===== config.mk =====
export PLATFORM = sky130hd
export DESIGN_NAME = ball_game_gen_flat
export DESIGN_NICKNAME = d
export VERILOG_FILES = /design/src/rtl/ball_game_gen_if.sv /design/src/rtl/ball_game_gen.sv /design/src/flat_wrapper.sv
export SDC_FILE = /design/constraint.sdc
export NUM_CORES = 1
export LEC_CHECK = 0
export CAP_MARGIN = 10
export CORE_MARGIN = 2
export CORE_UTILIZATION = 47
export DETAILED_ROUTE_END_ITERATION = 8
export PLACE_DENSITY = 0.69
export SETUP_SLACK_MARGIN = 0.02
export SLEW_MARGIN = 20
export SYNTH_ARGS = -nofsm -noshare
export SYNTH_HDL_FRONTEND = slang
export SYNTH_SLANG_ARGS = --single-unit

===== constraint.sdc =====
create_clock -name clk_40mhz -period 6 [get_ports clk_40mhz]
set_clock_uncertainty 0.1 [all_clocks]
set_input_delay 1.2 -clock clk_40mhz [delete_from_list [all_inputs] [get_ports clk_40mhz]]
set_output_delay 1.2 -clock clk_40mhz [all_outputs]
set_load 0.01 [all_outputs]

===== src/rtl/ball_game_gen_if.sv =====
// Pixel bus between the VGA timing controller (master) and the ball game pixel source (slave).
// No valid/ready handshake: coordinates and vga_vs are valid every cycle; vga_data answers them in the same cycle.
interface ball_game_gen_if;
    logic [9:0] vga_xide;
    logic [9:0] vga_yide;
    logic       vga_vs;
    logic [7:0] vga_data;

    modport master (output vga_xide, output vga_yide, output vga_vs, input vga_data);
    modport slave  (input vga_xide, input vga_yide, input vga_vs, output vga_data);
endinterface


===== src/rtl/ball_game_gen.sv =====
// Ball-and-paddle pixel source: per-frame object update on the end of vsync, combinational RGB332 render.
// Optional macro BALL_GAME_SPEEDUP_EN: ball step grows by 1 every 8th paddle hit, capped at 2*BALL_STEP.
module ball_game_gen #(
    parameter int BALL_SIZE   = 16,
    parameter int BALL_STEP   = 4,
    parameter int PAD_W       = 96,
    parameter int PAD_H       = 12,
    parameter int PAD_Y       = 570,
    parameter int PAD_STEP    = 8,
    parameter int MISS_FRAMES = 60
) (
    input  logic              clk_40mhz,
    input  logic              rst_n,
    ball_game_gen_if.slave    vga,
    input  logic              key_left,
    input  logic              key_right,
    output logic [7:0]        score,
    output logic [1:0]        game_state
);

    localparam logic [1:0] ST_SERVE = 2'd0;
    localparam logic [1:0] ST_PLAY  = 2'd1;
    localparam logic [1:0] ST_MISS  = 2'd2;

    localparam logic [10:0] SCR_W   = 11'd800;
    localparam logic [10:0] SCR_H   = 11'd600;
    localparam logic [10:0] BSZ     = 11'(BALL_SIZE);
    localparam logic [10:0] BSTEP   = 11'(BALL_STEP);
    localparam logic [10:0] PW      = 11'(PAD_W);
    localparam logic [10:0] PH      = 11'(PAD_H);
    localparam logic [10:0] PY      = 11'(PAD_Y);
    localparam logic [10:0] PSTEP   = 11'(PAD_STEP);
    localparam logic [10:0] BX_MAX  = SCR_W - BSZ;
    localparam logic [10:0] PAD_MAX = SCR_W - PW;
    localparam logic [10:0] BX0     = (SCR_W - BSZ) >> 1;
    localparam logic [10:0] BY0     = 11'd100;
    localparam logic [10:0] PAD0    = (SCR_W - PW) >> 1;
    localparam logic [7:0]  MISS_LOAD = 8'(MISS_FRAMES - 1);

    logic        kl_s1_q, kl_s2_q, kr_s1_q, kr_s2_q;
    logic        vs_q;
    logic [1:0]  state_q, state_d;
    logic [10:0] bx_q, bx_d, by_q, by_d;
    logic        dx_q, dx_d, dy_q, dy_d;
    logic [9:0]  pad_q, pad_d;
    logic [7:0]  score_q, score_d;
    logic [7:0]  miss_cnt_q, miss_cnt_d;

    logic        tick;
    logic [10:0] step;
    logic [10:0] pad11;
    logic [10:0] bx_nxt;
    logic        dx_nxt;
    logic        hit_row, hit_col;

`ifdef BALL_GAME_SPEEDUP_EN
    localparam logic [10:0] STEP_MAX = 11'(2 * BALL_STEP);
    logic [10:0] step_q, step_d;
    assign step = step_q;
`else
    assign step = BSTEP;
`endif

    // Frame tick fires on the cycle where vsync has just returned high.
    assign tick  = ~vs_q & vga.vga_vs;
    assign pad11 = {1'b0, pad_q};

    always_comb begin
        bx_nxt = bx_q;
        dx_nxt = dx_q;
        if (dx_q) begin
            bx_nxt = bx_q + step;
            if (bx_nxt > BX_MAX) begin
                bx_nxt = BX_MAX;
                dx_nxt = 1'b0;
            end
        end else if (bx_q < step) begin
            bx_nxt = 11'd0;
            dx_nxt = 1'b1;
        end else begin
            bx_nxt = bx_q - step;
        end
    end

    // Vertical window uses pre-tick by; horizontal overlap uses post-tick bx against pre-tick paddle.
    assign hit_row = (by_q + BSZ <= PY) && (by_q + step + BSZ >= PY);
    assign hit_col = (bx_nxt + BSZ > pad11) && (bx_nxt < pad11 + PW);

    always_comb begin
        state_d    = state_q;
        bx_d       = bx_q;
        by_d       = by_q;
        dx_d       = dx_q;
        dy_d       = dy_q;
        pad_d      = pad_q;
        score_d    = score_q;
        miss_cnt_d = miss_cnt_q;
`ifdef BALL_GAME_SPEEDUP_EN
        step_d     = step_q;
`endif
        if (tick && state_q != ST_MISS) begin
            if (kl_s2_q && !kr_s2_q) begin
                pad_d = (pad11 < PSTEP) ? 10'd0 : pad_q - PSTEP[9:0];
            end else if (kr_s2_q && !kl_s2_q) begin
                pad_d = (pad11 + PSTEP > PAD_MAX) ? PAD_MAX[9:0] : pad_q + PSTEP[9:0];
            end
        end
        if (tick) begin
            case (state_q)
                ST_SERVE: begin
                    bx_d = BX0;
                    by_d = BY0;
                    dx_d = 1'b1;
                    dy_d = 1'b1;
                    if (kl_s2_q || kr_s2_q) state_d = ST_PLAY;
                end
                ST_PLAY: begin
                    bx_d = bx_nxt;
                    dx_d = dx_nxt;
                    if (!dy_q) begin
                        if (by_q < step) begin
                            by_d = 11'd0;
                            dy_d = 1'b1;
                        end else begin
                            by_d = by_q - step;
                        end
                    end else if (hit_row && hit_col) begin
                        by_d = PY - BSZ;
                        dy_d = 1'b0;
                        if (score_q != 8'hFF) score_d = score_q + 8'd1;
`ifdef BALL_GAME_SPEEDUP_EN
                        if (score_q != 8'hFF && score_d[2:0] == 3'd0 && step_q < STEP_MAX)
                            step_d = step_q + 11'd1;
`endif
                    end else if (by_q + step + BSZ >= SCR_H) begin
                        // The whole ball stays at its pre-tick position once it is lost.
                        state_d    = ST_MISS;
                        miss_cnt_d = MISS_LOAD;
                        bx_d       = bx_q;
                        dx_d       = dx_q;
                    end else begin
                        by_d = by_q + step;
                    end
                end
                ST_MISS: begin
                    if (miss_cnt_q == 8'd0) begin
                        state_d = ST_SERVE;
                        score_d = 8'd0;
                        bx_d    = BX0;
                        by_d    = BY0;
                        dx_d    = 1'b1;
                        dy_d    = 1'b1;
`ifdef BALL_GAME_SPEEDUP_EN
                        step_d  = BSTEP;
`endif
                    end else begin
                        miss_cnt_d = miss_cnt_q - 8'd1;
                    end
                end
                default: state_d = ST_SERVE;
            endcase
        end
    end

    always_ff @(posedge clk_40mhz or negedge rst_n) begin
        if (!rst_n) begin
            kl_s1_q    <= 1'b0;
            kl_s2_q    <= 1'b0;
            kr_s1_q    <= 1'b0;
            kr_s2_q    <= 1'b0;
            vs_q       <= 1'b0;
            state_q    <= ST_SERVE;
            bx_q       <= BX0;
            by_q       <= BY0;
            dx_q       <= 1'b1;
            dy_q       <= 1'b1;
            pad_q      <= PAD0[9:0];
            score_q    <= 8'd0;
            miss_cnt_q <= 8'd0;
        end else begin
            kl_s1_q    <= key_left;
            kl_s2_q    <= kl_s1_q;
            kr_s1_q    <= key_right;
            kr_s2_q    <= kr_s1_q;
            vs_q       <= vga.vga_vs;
            state_q    <= state_d;
            bx_q       <= bx_d;
            by_q       <= by_d;
            dx_q       <= dx_d;
            dy_q       <= dy_d;
            pad_q      <= pad_d;
            score_q    <= score_d;
            miss_cnt_q <= miss_cnt_d;
        end
    end

`ifdef BALL_GAME_SPEEDUP_EN
    always_ff @(posedge clk_40mhz or negedge rst_n) begin
        if (!rst_n) step_q <= BSTEP;
        else        step_q <= step_d;
    end
`endif

    logic [10:0] x11, y11;
    logic        in_ball, in_pad, in_border;

    assign x11       = {1'b0, vga.vga_xide};
    assign y11       = {1'b0, vga.vga_yide};
    assign in_ball   = (x11 >= bx_q) && (x11 < bx_q + BSZ) && (y11 >= by_q) && (y11 < by_q + BSZ);
    assign in_pad    = (x11 >= pad11) && (x11 < pad11 + PW) && (y11 >= PY) && (y11 < PY + PH);
    assign in_border = (x11 < 11'd4) || (x11 >= 11'd796) || (y11 < 11'd4) || (y11 >= 11'd596);

    assign vga.vga_data = in_ball                ? 8'hFF :
                          in_pad                 ? 8'h1C :
                          in_border              ? 8'h03 :
                          (state_q == ST_MISS)   ? 8'hE0 : 8'h00;

    assign score      = score_q;
    assign game_state = state_q;

endmodule


===== src/flat_wrapper.sv =====
// flat-port wrapper written by rule: the top's interface ports become plain ports
module ball_game_gen_flat 
#(
    parameter int BALL_SIZE   = 16,
    parameter int BALL_STEP   = 4,
    parameter int PAD_W       = 96,
    parameter int PAD_H       = 12,
    parameter int PAD_Y       = 570,
    parameter int PAD_STEP    = 8,
    parameter int MISS_FRAMES = 60
)
  (clk_40mhz, rst_n, key_left, key_right, score, game_state, vga_vga_xide, vga_vga_yide, vga_vga_vs, vga_vga_data);
  ball_game_gen_if vga_i ();
  input  logic clk_40mhz;
  input  logic rst_n;
  input  logic key_left;
  input  logic key_right;
  output logic [7:0] score;
  output logic [1:0] game_state;
  input wire logic [$bits(vga_i.vga_xide)-1:0] vga_vga_xide;
  input wire logic [$bits(vga_i.vga_yide)-1:0] vga_vga_yide;
  input wire logic [$bits(vga_i.vga_vs)-1:0] vga_vga_vs;
  output wire logic [$bits(vga_i.vga_data)-1:0] vga_vga_data;
  assign vga_i.vga_xide = vga_vga_xide;
  assign vga_i.vga_yide = vga_vga_yide;
  assign vga_i.vga_vs = vga_vga_vs;
  assign vga_vga_data = vga_i.vga_data;
  ball_game_gen #(.BALL_SIZE(BALL_SIZE), .BALL_STEP(BALL_STEP), .PAD_W(PAD_W), .PAD_H(PAD_H), .PAD_Y(PAD_Y), .PAD_STEP(PAD_STEP), .MISS_FRAMES(MISS_FRAMES)) u_core (.clk_40mhz(clk_40mhz), .rst_n(rst_n), .vga(vga_i), .key_left(key_left), .key_right(key_right), .score(score), .game_state(game_state));
endmodule

; Word level (Yosys, flattened, before mapping)
; Index checks and enable logic that the tools add are counted.
[totals]
regBits = 57
inputBits = 25
out_inout_bits = 18
word_cells = 143
[classes]
n_addsub = 14
magnitude_cmp = 22
n_eq_ne = 13
mux = 50
n_bitwise = 2
n_reduce_logical = 29
[op_table]
columns = op, n
row1 = $mux 11, 12
row2 = $mux 8, 12
row3 = $pmux 11 s3, 2
row4 = $add 11x5->11 const B, 4
row5 = $mux 10, 4
row6 = $lt 10x11->1, 3
row7 = $pmux 8 s2, 2
row8 = $ge 10x10->1 const B, 3
row9 = $add 11x3->11 const B, 2
row10 = $ge 10x11->1, 2
row11 = $ge 11x10->1 const B, 2
row12 = $gt 11x10->1 const B, 2
row13 = $lt 11x3->1 const B, 2
row14 = $sub 11x3->11 const B, 2
row15 = $lt 10x3->1 const B, 2
row16 = $reduce_and 6->1, 3
row17 = $logic_and 1x1->1, 12
row18 = $ne 2x1->1 const B, 6
row19 = $add 10x4->11 const B, 1
row20 = $add 10x7->11 const B, 1
row21 = $gt 11x10->1, 1
row22 = $le 11x10->1 const B, 1
row23 = $lt 11x11->1, 1
row24 = $add 10x4->10 const B, 1
row25 = other kinds (26), 47

; Longest topological paths before layout
[logic_depth]
depth_word = 11
depth_mapped = 26
ltp_nobuf = 23

; Worst setup path before layout
; OpenSTA, ideal clock, no wires.
[synth_timing]
path_type = flip-flop to flip-flop
startpoint = reg u_core.bx_q[3]
endpoint = reg u_core.bx_q[10]
setup_time_ps = 125
t_arrival_ps = 5438
t_required_ps = 5775
slack_ps = 338
stages_incl_launch_ff = 25
n_path_buf = 2
synth_period_minus_slack_ps = 5662
path_cell_list = dfstp_2 > ha_1 > nand2_1 > o21a_1 > nor3_1 > o31ai_1 > buf_2 > o221ai_1 > o21ai_0 > inv_1 > ha_1 > o211ai_1 > a221o_1 > a21oi_1 > xnor2_1 > ha_1 > or3_1 > a221oi_1 > nor4b_1 > a211oi_1 > mux2i_1 > a311oi_4 > a21o_1 > buf_6 > mux2_2
[synth_via]
elab_chain_cells = 11
word_cells_on_any_way = 18
classes_between = 3 x add/sub / 4 x order compare / 1 x eq/ne / 7 x mux / 3 x reduce/logical
[synth_rtl]
columns = element, line_no
row1 = "start, declared", ball_game_gen.sv:43  ; logic [10:0] bx_q, bx_d, by_q, by_d;
row2 = "start signal, assigned", ball_game_gen.sv:173  ; bx_q <= BX0;
row3 = "start signal, assigned", ball_game_gen.sv:187  ; bx_q <= bx_d;
row4 = $add 11x3->11, ball_game_gen.sv:72  ; bx_nxt = bx_q + step;
row5 = $gt 11x10->1, ball_game_gen.sv:73  ; if (bx_nxt > BX_MAX) begin
row6 = $mux 11, ball_game_gen.sv:73
row7 = $mux 11 (*), ball_game_gen.sv:71  ; if (dx_q) begin
row8 = $add 11x5->11, ball_game_gen.sv:87  ; assign hit_col = (bx_nxt + BSZ > pad11) && (bx_nxt < pad11 + PW);
row9 = $gt 11x10->1, ball_game_gen.sv:87
row10 = $logic_and 1x1->1, ball_game_gen.sv:87
row11 = $logic_and 1x1->1, ball_game_gen.sv:127  ; end else if (hit_row && hit_col) begin
row12 = $mux 11, ball_game_gen.sv:127
row13 = $mux 11, ball_game_gen.sv:120  ; if (!dy_q) begin
row14 = $pmux 11 s3, ball_game_gen.sv:109  ; case (state_q)
; Every way passes the cells marked *; elsewhere a longest branch is shown, timed or not. The select of a mux whose other input is x is not followed.
; A chain may end at the register's enable or synchronous reset.

; Worst setup path after layout
[layout_timing]
startpoint = in vga_vga_xide[1]
endpoint = out vga_vga_data[6]
[layout_via]
elab_chain_cells = 7
word_cells_on_any_way = 18
classes_between = 6 x order compare / 3 x mux / 9 x reduce/logical
[layout_rtl]
columns = element, line_no
row1 = "start, declared", flat_wrapper.sv:20  ; input wire logic [$bits(vga_i.vga_xide)-1:0] vga_vga_xide;
row2 = $lt 10x3->1 or $ge 10x10->1 (tied branches), ball_game_gen.sv:211  ; assign in_border = (x11 < 11'd4) || (x11 >= 11'd796) || (y11 < 11'd4) || (y11 >= 11'd596);
row3 = $logic_or 1x1->1 (3 in a row), ball_game_gen.sv:211
row4 = $mux 8, ball_game_gen.sv:215  ; in_border ? 8'h03 :
row5 = $mux 8, ball_game_gen.sv:214  ; in_pad ? 8'h1C :
row6 = $mux 8 (*), ball_game_gen.sv:213  ; assign vga.vga_data = in_ball ? 8'hFF :
row7 = "end, declared", flat_wrapper.sv:23  ; output wire logic [$bits(vga_i.vga_data)-1:0] vga_vga_data;
; Every way passes the cells marked *; elsewhere a longest branch is shown, timed or not.

==> metrics.yaml <==
grt:
  grt_max_degree: 54
  antenna_found_initial: 0
  grt_pass1_vias: 5650
  grt_first_pass_wirelength_um: 28110
  grt_overflow: 0
  grt_usage_pct: 26.00
route:
  met3_length_um: 927
  wl_met2_um: 8622
  drtPass1Iterations: 5
  wl_met1_um: 7605
  via_per_inst: 6.029
  drc_errors: 0
  vias: 5878
  drtIter0Drc: 373
  highest_layer: "met4"
  ant_nets: 0
  wirelength_um: 17630
  wire_per_inst_um: 18.08
sta:
  slew-limit-headroom_pct: 44.26
  fmax_ghz: 0.1735
  min_period_over_period_pct: 96.09
  hold_viol_final: 0
  finalMaxSlewViolations: 0
  setup_violations: 0
  whs_ns: 0.2532
  min_period_ns: 5.765
  finalWorstSetupSlack_ns: 0.2346
  tightest_slew_ns: 0.8343
layout:
  drive_above_1_share_pct: 13.95
  final_cells: 975
  antennaDiodeCount: 0
  nNetsFinal: 906
  fin_area_um2: 7067
  syn_to_final_growth_pct: 18.58
yosys:
  yosysSeqAreaShare_pct: 22.49
  synthSimpleGateAreaFrac_pct: 21.00
  yosys_warnings: 0
  yosys.area_share.adder_pct: 16.59
  synth-xor-area-share_pct: 5.522
  synth_seq_cells: 53
  synth.distinct_cells: 74
  synth_compound_area_share_pct: 24.29
  synthFlopType: "dfrtp_1"
  synth_area_per_cell_um2: 8.108
  synthCells: 735
  yosys-mux-area-fraction_pct: 3.338
  synth_edf_count: 0
  synth_top_family_by_area: "compound AO/OA/AOI/OAI gates"
  netlist_area_um2: 5959
  syn-num-nets: 839
  async_reset_ff_share_pct: 100.0
critical_path:
  critical_path.cell_chain: "clkdlybuf4s50_1 -> ha_1 -> nor2b_1 -> o21a_1 -> o21ai_0 -> nand3_1 -> a21o_1 -> a21oi_1 -> o21ai_0 -> o311ai_0 -> buf_4 -> o22ai_1 -> clkdlybuf4s50_1"
  r2r_start: "u_core.bx_q[4]"
  worstSetupStartpointType: "input port"
  critPathRequiredTime_ns: 4.70
  path_buf_inv: 3
  critPathTopFamily: "compound AO/OA/AOI/OAI gates"
  cp_max_fo: 3
  endpoint_kind: "primary output"
  cp.arrival_ns: 4.47
  reg2reg_depth: 28
  critPathMaxStageDelay_ns: 0.53
  cp_slowest_cell: "clkdlybuf4s50_1"
  worstSetupPathType: "input port to primary output"
  r2r_slack_ns: 0.25
  rr_endpoint: "u_core.by_q[9]"
clock_network:
  clockBufferDepth: 2
  h-tree-depth: 2
  cts.clk_slew.worst_paths_ns: 0.08
  cts_hold_buffers: 0
  cts-buffers-inserted: 5
  clk_latency_ns: 0.30
  cts_tree: "built"
  cts_root_buf: "clkbuf_16"
  clkSinkCount: 53
placement:
  io_buffers: 41
  gp_congestion: 0.9156
  place_ws_ns: -0.1053
  dp_cells: 955
  place_hpwl_um: 13120
  placed_cell_area_um2: 6710
min_path:
  hold_path_class: "flip-flop to flip-flop"
  hold_end: "u_core.kr_s2_q"
  min_from: "u_core.kr_s1_q"
  holdPathStages: 0
die:
  die_area_um2: 13600
  initial_utilization_pct: 47.61
  die_w_um: 116.6
  ios: 43
  coreArea_um2: 12520
  die_h_um: 116.6
  num_rows: 41
power_and_ir_drop:
  vdd_drop_max_uv: 330.5
  leakage_nw: 3.062
  pwr-share-comb_pct: 69.3
  switching_share_pct: 49.89
  p_clk_share_pct: 9.3
  p_int_mw: 1.643
  switching_power_mw: 1.636
  p_per_area_nw_per_um2: 464.0
  seq_power_share_pct: 21.3
run_status:
  status: "finished, final reports clean"
run:
  maxCapViolCount: 0
==> how the worst max path moves through the flow <==
stage                               start  depth (start not counted)               to  slack (ns)
final                     vga_vga_xide[1]                         13  vga_vga_data[6]        0.23
after floorplan            u_core.bx_q[3]                         24  u_core.bx_q[10]        0.34
after detailed placement   u_core.bx_q[3]                         24   u_core.by_q[3]       -0.11
after global routing       u_core.bx_q[4]                         28   u_core.by_q[9]       -0.05
after global placement     u_core.bx_q[4]                         25   u_core.by_q[7]        0.05
after CTS                  u_core.bx_q[3]                         25   u_core.by_q[3]        0.03
==> kinds of logic (layout without fill, tap and decap cells) <==
family	after synthesis	after routing
adders and majority gates	79	79
muxes	19	19
buffers and inverters	90	157
DFF	53	53
xor gates and xnor gates	36	36
AOI/OAI and AO/OA	210	211
and+or+nand+nor	248	248
==> metal layers <==
layer | track usage, % | up-vias
met5 | 0 | -
met4 | 8.471 | 0
met3 | 3.217 | 33
met2 | 45.16 | 186
met1 | 33.67 | 2829
li1 | - | 2830
==> cells in the final DEF (no fill, tap or decap), types with 26 or more instances in the layout <==
cell / n
nand3_1: 26
inv_1: 52
nor2_1: 61
xnor2_1: 29
o21ai_0: 52
buf_4: 51
dfrtp_1: 42
a21oi_1: 37
clkdlybuf4s50_1: 40
ha_1: 76
nand2_1: 50
==> stage by stage <==
step	total power, mW	setup TNS, ns	util, %
after global placement	2.711	0	53.61
final	3.279	0	56.46
after floorplan	2.132	0	-
after CTS	3.122	0	54.92
after global routing	3.548	-0.1038	56.46
after detailed placement	2.789	-0.7098	53.61
==> sequential cells by signal, summed over array words and instances (netlist names) <==
name and count:
u_core.bx_q 11, u_core.by_q 10, u_core.dx_q 1, u_core.dy_q 1
u_core.game_state 2, u_core.kl_s1_q 1, u_core.kl_s2_q 1, u_core.kr_s1_q 1
u_core.kr_s2_q 1, u_core.miss_cnt_q 8, u_core.pad_q 7, u_core.score 8
u_core.vs_q 1
==> final cells by class <==
class / instances / area (µm²)
tap: 172 / 215.2
timing repair buffer: 94 / 819.5
multi-input combinational: 593 / 4335
clock inverter: 3 / 25.02
fill: 1197 / 5450
sequential: 53 / 1340
inverter: 55 / 206.4
clock buffer: 5 / 125.1
==> power by group through the flow <==
| stage | sequential (mW) | clock, mW | combinational (mW) |
|---|---|---|---|
| after floorplan | 0.594 | 0 | 1.54 |
| after global placement | 0.691 | 0 | 2.02 |
| after detailed placement | 0.693 | 0 | 2.10 |
| after CTS | 0.688 | 0.312 | 2.12 |
| after global routing | 0.722 | 0.325 | 2.50 |
| final | 0.699 | 0.307 | 2.27 |
==> repair_timing <==
item | in CTS | in global routing
resized for setup | 2 | 23
pin swaps | 0 | 9
gates cloned | 0 | 1
endpoints found under the setup margin | 18 | 41
setup buffers | 1 | 10
==> synthesized netlist by cell type (all sizes together), types with 13 or more instances <==
cell / count / area (µm²)
o21a: 20 / 150.1
nand2: 51 / 191.4
clkbuf: 15 / 56.30
inv: 53 / 198.9
xnor2: 29 / 254.0
dfrtp: 42 / 1051
nor2: 62 / 232.7
nor3: 26 / 141.4
a21oi: 38 / 190.2
nand2b: 13 / 81.33
a31oi: 13 / 81.33
ha: 79 / 988.5
buf: 20 / 141.4
o21ai: 52 / 260.3
nand3: 26 / 130.1
No activity file was read; power rests on OpenSTA's default activity.
